--- config.mk ---
export PLATFORM = sky130hd
export DESIGN_NAME = load_store_unit
export DESIGN_NICKNAME = d
export VERILOG_FILES = /design/src/rtl/load_store_unit.sv
export SDC_FILE = /design/constraint.sdc
export NUM_CORES = 1
export LEC_CHECK = 0
export CAP_MARGIN = 20
export CORE_MARGIN = 8
export CORE_UTILIZATION = 40
export CTS_CLUSTER_DIAMETER = 50
export DETAILED_ROUTE_END_ITERATION = 6
export PLACE_DENSITY = 0.81
export SLEW_MARGIN = 25
export SYNTH_ARGS = -nofsm -noshare
export SYNTH_HDL_FRONTEND = slang
export SYNTH_SLANG_ARGS = --single-unit
--- constraint.sdc ---
create_clock -name clk -period 2.45 [get_ports clk]
set_clock_uncertainty 0.05 [all_clocks]
set_input_delay 0.49 -clock clk [delete_from_list [all_inputs] [get_ports clk]]
set_output_delay 0.49 -clock clk [all_outputs]
set_load 0.05 [all_outputs]
--- src/rtl/load_store_unit.sv ---
// rtl/load_store_unit.sv - RV32I load/store unit over a word-wide, registered-read data memory
// Optional feature macro: LSU_MISALIGN_TRAP_EN (misaligned half/word accesses respond with resp_err)
module load_store_unit #(
  parameter int ADDR_SIZE = 7
) (
  input  logic        clk,
  input  logic        rst,
  input  logic        req_valid,
  output logic        req_ready,
  input  logic        req_we,
  input  logic [2:0]  req_funct3,
  input  logic [31:0] req_addr,
  input  logic [31:0] req_wdata,
  output logic        resp_valid,
  output logic [31:0] resp_rdata,
  output logic        resp_err,
  output logic [31:0] mem_read_addr,
  input  logic [31:0] mem_read_data,
  output logic [31:0] mem_write_addr,
  output logic [31:0] mem_write_data,
  output logic        mem_write_enable
);

  typedef enum logic [1:0] {IDLE, LOAD_DATA, STORE_MERGE, RESP} state_t;

  // Only bits [ADDR_SIZE:2] reach the memory; byte lanes are handled here.
  localparam logic [31:0] ADDR_MASK = ((32'd1 << (ADDR_SIZE + 1)) - 32'd1) & ~32'd3;

  state_t      state;
  logic [31:0] addr_q;
  logic [2:0]  funct3_q;
  logic        we_q;
  logic [31:0] wdata_q;

  logic        funct_ok;
  logic        misalign_err;
  logic        req_err;
  logic        accept;
  logic        word_store;
  logic [31:0] eff_addr;
  logic [31:0] mem_addr_sel;
  logic [31:0] shifted;
  logic [31:0] load_data;
  logic [31:0] lane_mask;
  logic [31:0] wdata_rep;
  logic [31:0] merged;

  // Loads allow 000,001,010,100,101; stores allow 000,001,010.
  assign funct_ok = req_we ? (!req_funct3[2] && (req_funct3[1:0] != 2'b11))
                           : ((req_funct3 != 3'b011) && (req_funct3[2:1] != 2'b11));

`ifdef LSU_MISALIGN_TRAP_EN
  assign misalign_err = ((req_funct3[1:0] == 2'b01) && req_addr[0]) ||
                        ((req_funct3[1:0] == 2'b10) && (req_addr[1:0] != 2'b00));
  assign eff_addr     = req_addr;
`else
  assign misalign_err = 1'b0;
  always_comb begin
    eff_addr = req_addr;
    if (req_funct3[1:0] == 2'b01) eff_addr[0] = 1'b0;
    else if (req_funct3[1:0] == 2'b10) eff_addr[1:0] = 2'b00;
  end
`endif

  assign req_err    = !funct_ok || misalign_err;
  assign req_ready  = (state == IDLE);
  assign accept     = req_valid && req_ready;
  assign word_store = req_we && (req_funct3 == 3'b010);

  assign mem_addr_sel   = (state == IDLE) ? eff_addr : addr_q;
  assign mem_read_addr  = mem_addr_sel & ADDR_MASK;
  assign mem_write_addr = mem_addr_sel & ADDR_MASK;

  // Word stores go straight out in the accept cycle; sub-word stores wait for the read-modify-write.
  assign mem_write_enable = !rst &&
                            ((accept && word_store && !req_err) ||
                             ((state == STORE_MERGE) && we_q));
  assign mem_write_data   = (state == IDLE) ? req_wdata : merged;

  assign shifted = mem_read_data >> {addr_q[1:0], 3'b000};

  always_comb begin
    load_data = mem_read_data;
    case (funct3_q)
      3'b000:  load_data = {{24{shifted[7]}}, shifted[7:0]};
      3'b001:  load_data = {{16{shifted[15]}}, shifted[15:0]};
      3'b100:  load_data = {24'd0, shifted[7:0]};
      3'b101:  load_data = {16'd0, shifted[15:0]};
      default: load_data = mem_read_data;
    endcase
  end

  always_comb begin
    lane_mask = 32'hFFFF_FFFF;
    wdata_rep = wdata_q;
    if (funct3_q[1:0] == 2'b00) begin
      lane_mask = 32'h0000_00FF << {addr_q[1:0], 3'b000};
      wdata_rep = {4{wdata_q[7:0]}};
    end else if (funct3_q[1:0] == 2'b01) begin
      lane_mask = 32'h0000_FFFF << {addr_q[1], 4'b0000};
      wdata_rep = {2{wdata_q[15:0]}};
    end
    merged = (mem_read_data & ~lane_mask) | (wdata_rep & lane_mask);
  end

  always_ff @(posedge clk) begin
    if (rst) begin
      state      <= IDLE;
      addr_q     <= 32'd0;
      funct3_q   <= 3'd0;
      we_q       <= 1'b0;
      wdata_q    <= 32'd0;
      resp_valid <= 1'b0;
      resp_rdata <= 32'd0;
      resp_err   <= 1'b0;
    end else begin
      resp_valid <= 1'b0;
      resp_rdata <= 32'd0;
      resp_err   <= 1'b0;
      case (state)
        IDLE: begin
          if (accept) begin
            addr_q   <= eff_addr;
            funct3_q <= req_funct3;
            we_q     <= req_we;
            wdata_q  <= req_wdata;
            if (req_err) begin
              state      <= RESP;
              resp_valid <= 1'b1;
              resp_err   <= 1'b1;
            end else if (word_store) begin
              state      <= RESP;
              resp_valid <= 1'b1;
            end else if (req_we) begin
              state <= STORE_MERGE;
            end else begin
              state <= LOAD_DATA;
            end
          end
        end
        LOAD_DATA: begin
          resp_rdata <= load_data;
          resp_valid <= 1'b1;
          state      <= RESP;
        end
        STORE_MERGE: begin
          resp_valid <= 1'b1;
          state      <= RESP;
        end
        RESP: begin
          state <= IDLE;
        end
        default: state <= IDLE;
      endcase
    end
  end

endmodule

==> impl_summary.md <==
Status
The flow ran to the end, but the final reports show violations. The checks that failed: DRC, setup timing.

CTS
The later pin in the worst-skew pair is clocked with a latency of 0.33 ns. In this run the clock root is driven by a clkbuf_16. The TritonCTS clock tree is done. Clock tree synthesis inserted a total of 9 buffers. In this run the number of H-tree levels came out at 3. The clock sink count is 80. The clock-pin slew on the worst setup and hold paths is 0.06 ns. The clock passes through at most 2 buffers.

Timing
The worst setup slack after layout is -0.0396 ns. Setup repair after global routing could not meet its margin everywhere. In the finished design, the share of the clock period the worst path needs comes to 1.02. Setup violations remaining at the end of the flow were counted as 3.

The number of hold violations in the final report was 0. The minimum clock period is 2.49 ns. The headroom to the max-slew limit is 0.585.

The slew at the pin closest to its max-slew limit is 0.623 ns. The maximum operating frequency is 402 MHz. The max-slew violation total from the final report is 0.

The final-layout setup total negative slack is -0.0786 ns. The tightest hold path in the finished design has a slack of 0.404 ns.

Die
The die area is 15100 µm². The die is 123 µm wide. The area inside the core boundary is 11300 µm². The total number of placement rows is 39. For this configuration, the core starts out at a cell density of 0.406.

The die boundary height is 123 µm. The I/O pin total is 235.

Final layout
The area of combinational cells with multiple inputs is 2710 µm². The layout-stage area growth over the synthesis result is 59.0%. Across the whole layout, storage elements account for 1610 µm². The fraction of layout cells with a size suffix above 1 is 0.237. The layout has 925 filler cells. The number of nets in the finished design is 854.

The finished layout holds 895 standard cells, fillers aside.

Logic synthesis
The library cell with the largest summed area after synthesis is dfxtp_1. The average cell area after synthesis is 7.99 µm². The count of warnings emitted by yosys is 0. The share of the yosys chip area belonging to registers is 0.350. The instance count of the mapped netlist is 573. The share of the synthesized area in the top cell type is 0.350. The most used flip-flop cell after synthesis is dfxtp_1. After synthesis, the most frequently instantiated cells are 112 x nand2_1, 80 x dfxtp_1, 59 x a21oi_1, 58 x buf_4, 41 x mux2i_1.

In this run, synthesis produced a sequential element count of 80. Yosys attributes the largest share of cell area to dfxtp_1 35%, buf_4 9.5%, nand2_1 9.2%. The mapped netlist covers 4580 µm². The async set-or-reset flop fraction in the synthesized netlist is 0. Among all cell types in the netlist, the one instantiated most often is nand2_1.

Yosys mapped a number of flops with a built-in enable equal to 0. Yosys mapped the design onto 40 distinct sky130hd cell types.

Drt
The sum of routed wire length over all layers is 18.1 mm. The wire length per cell after detailed routing is 20.2 µm. In this run, the number of DRC markers left after iteration 0 of detailed routing was 629. The detailed-route via count is 4834. Once detail routing completed, the nets flagged for antenna violations numbered 0.

The average via count per standard cell is 5.40. In the routed design, unresolved DRC markers number 20. The first detailed-routing pass ran for 7 iterations.

Global route
The number of global-route vias before repair is 4723. The first global-routing pass estimated 26.2 mm of wire. The final global-route overflow total is 0. In the global route stage, overall resource usage came out at 0.224. The pin count of the biggest net entering global routing is 49. The initial antenna violation count came to 1.

Critical path
The critical path goes through inv_2 -> ha_4 -> buf_12 -> a222oi_1 -> buf_4 -> buf_12. STA puts the critical path data required time at 1.91 ns. The delay contributed by the slowest stage of the critical path is 0.49 ns. The worst setup path is of the flop to output port kind.

The arrival time of the worst setup path is 1.95 ns. The largest driver fanout on the critical path is 11. STA classifies the critical path endpoint as an output port. The slowest stage of the critical path is the a222oi_1 cell. The most used cell along the critical path is buf_12. The nature of the critical path startpoint is a flop.

Min path
The path category of the worst min-delay check is flop to flop.

Placement
Timing analysis after detailed placement gives a worst setup slack of -0.0209 ns. Input and output buffers added on the ports amount to 158. The total placed cells including tap cells is 855. Routability-driven placement finished with a final weighted congestion of 0.878. The wire-length estimate of the detail-placed layout is 13.0 mm.

Power and ir drop
The leakage power of the design is 3.15 nW. Overall power consumption after layout is estimated at 9.55 mW. In this run the power density over the cells is 1310 nW/µm².

The worst voltage drop across the vdd grid is 0.000947 V.

Run
The tool flagged a number of max-cap violations equal to 0.
state kept, by name, indices dropped and copies added, names as in the netlist:
register and flops:
addr_q 8, funct3_q 3, resp_err 1, resp_rdata 32, resp_valid 1, state 2
wdata_q 32, we_q 1
per-layer routing:
| layer | GRT usage | part of all wire | vias to the layer above |
|---|---|---|---|
| li1 | - | - | 2221 |
| met1 | 0.275 | 0.40 | 2271 |
| met2 | 0.370 | 0.48 | 296 |
| met3 | 0.0438 | 0.085 | 46 |
| met4 | 0.106 | 0.032 | 0 |
| met5 | 0 | 0 | - |
worst max-delay path, delay by kind of cell, from the launching register on:
family                     cells  cell delay (ns)
AOI/OAI and AO/OA              1             0.49
adders and majority gates      1             0.22
buffers and inverters          4             0.56
DFF                            1             0.34
metrics by stage:
step           area, µm²  utilization
6_report            7280        0.646
5_1_grt             7280        0.646
4_1_cts             7060        0.627
3_5_place_dp        6570        0.583
3_3_place_gp        6570        0.583
2_1_floorplan       4930            -
cells by family after synthesis:
family                     synth area share
muxes                                 0.129
DFF                                   0.350
and+or+nand+nor                       0.131
adders and majority gates            0.0109
other                              0.000819
buffers and inverters                 0.148
AOI/OAI and AO/OA                     0.228
xor gates and xnor gates            0.00191
cell usage in the layout (no fill, tap or decap), types with 4 or more instances in the layout:
cell and instances:
buf_6 4, a211oi_1 16, dfxtp_2 4, a21oi_1 58
clkbuf_16 9, o21ai_2 24, nand2_1 112, buf_12 39
a222oi_1 8, a2bb2oi_1 7, a22oi_1 9, o21ai_0 9
inv_1 20, clkdlybuf4s50_1 110, buf_4 52, mux2_2 14
conb_1 52, mux2i_1 37, nor2_1 22, dfxtp_1 74
a21o_1 16
layout make-up:
| cell class | instances | share of cell area |
|---|---|---|
| diodes | 1 | 0.000344 |
| clock buffers | 12 | 0.0352 |
| clock inverters | 3 | 0.00894 |
| inverters | 23 | 0.0119 |
| multi-input cells | 425 | 0.372 |
| flip-flops and latches | 80 | 0.222 |
| well taps | 143 | 0.0246 |
| repair buffers | 208 | 0.325 |
final timing paths:
kind / start / to / slack [ns] / cells after the start
setup / recovery: state[1]$_SDFFE_PP0P_ / mem_write_data[15] / -0.04 / 6
hold / removal: addr_q[4]$_SDFFE_PP0P_ / addr_q[4]$_SDFFE_PP0P_ / 0.40 / 2
setup reg to reg: funct3_q[1]$_SDFFE_PP0P_ / resp_rdata[22]$_SDFF_PP0_ / 0.38 / 7
hold reg to reg: addr_q[4]$_SDFFE_PP0P_ / addr_q[4]$_SDFFE_PP0P_ / 0.40 / 2
what timing repair did:
item / in CTS / in global routing
pin swaps: 9 / 7
hold buffers: 0 / 0
gates resized for setup: 21 / 20
buffers inserted: 7 / 16
setup endpoints to repair: 23 / 26
cloned: 1 / 0
where the power goes:
part | internal [mW] | switching [mW] | total, mW | leakage (nW)
logic | 2.67 | 3.75 | 6.42 | 2.34
clock network | 0.941 | 0.510 | 1.45 | 0.159
registers | 1.53 | 0.149 | 1.68 | 0.656
No activity file was read; power rests on OpenSTA's default activity.
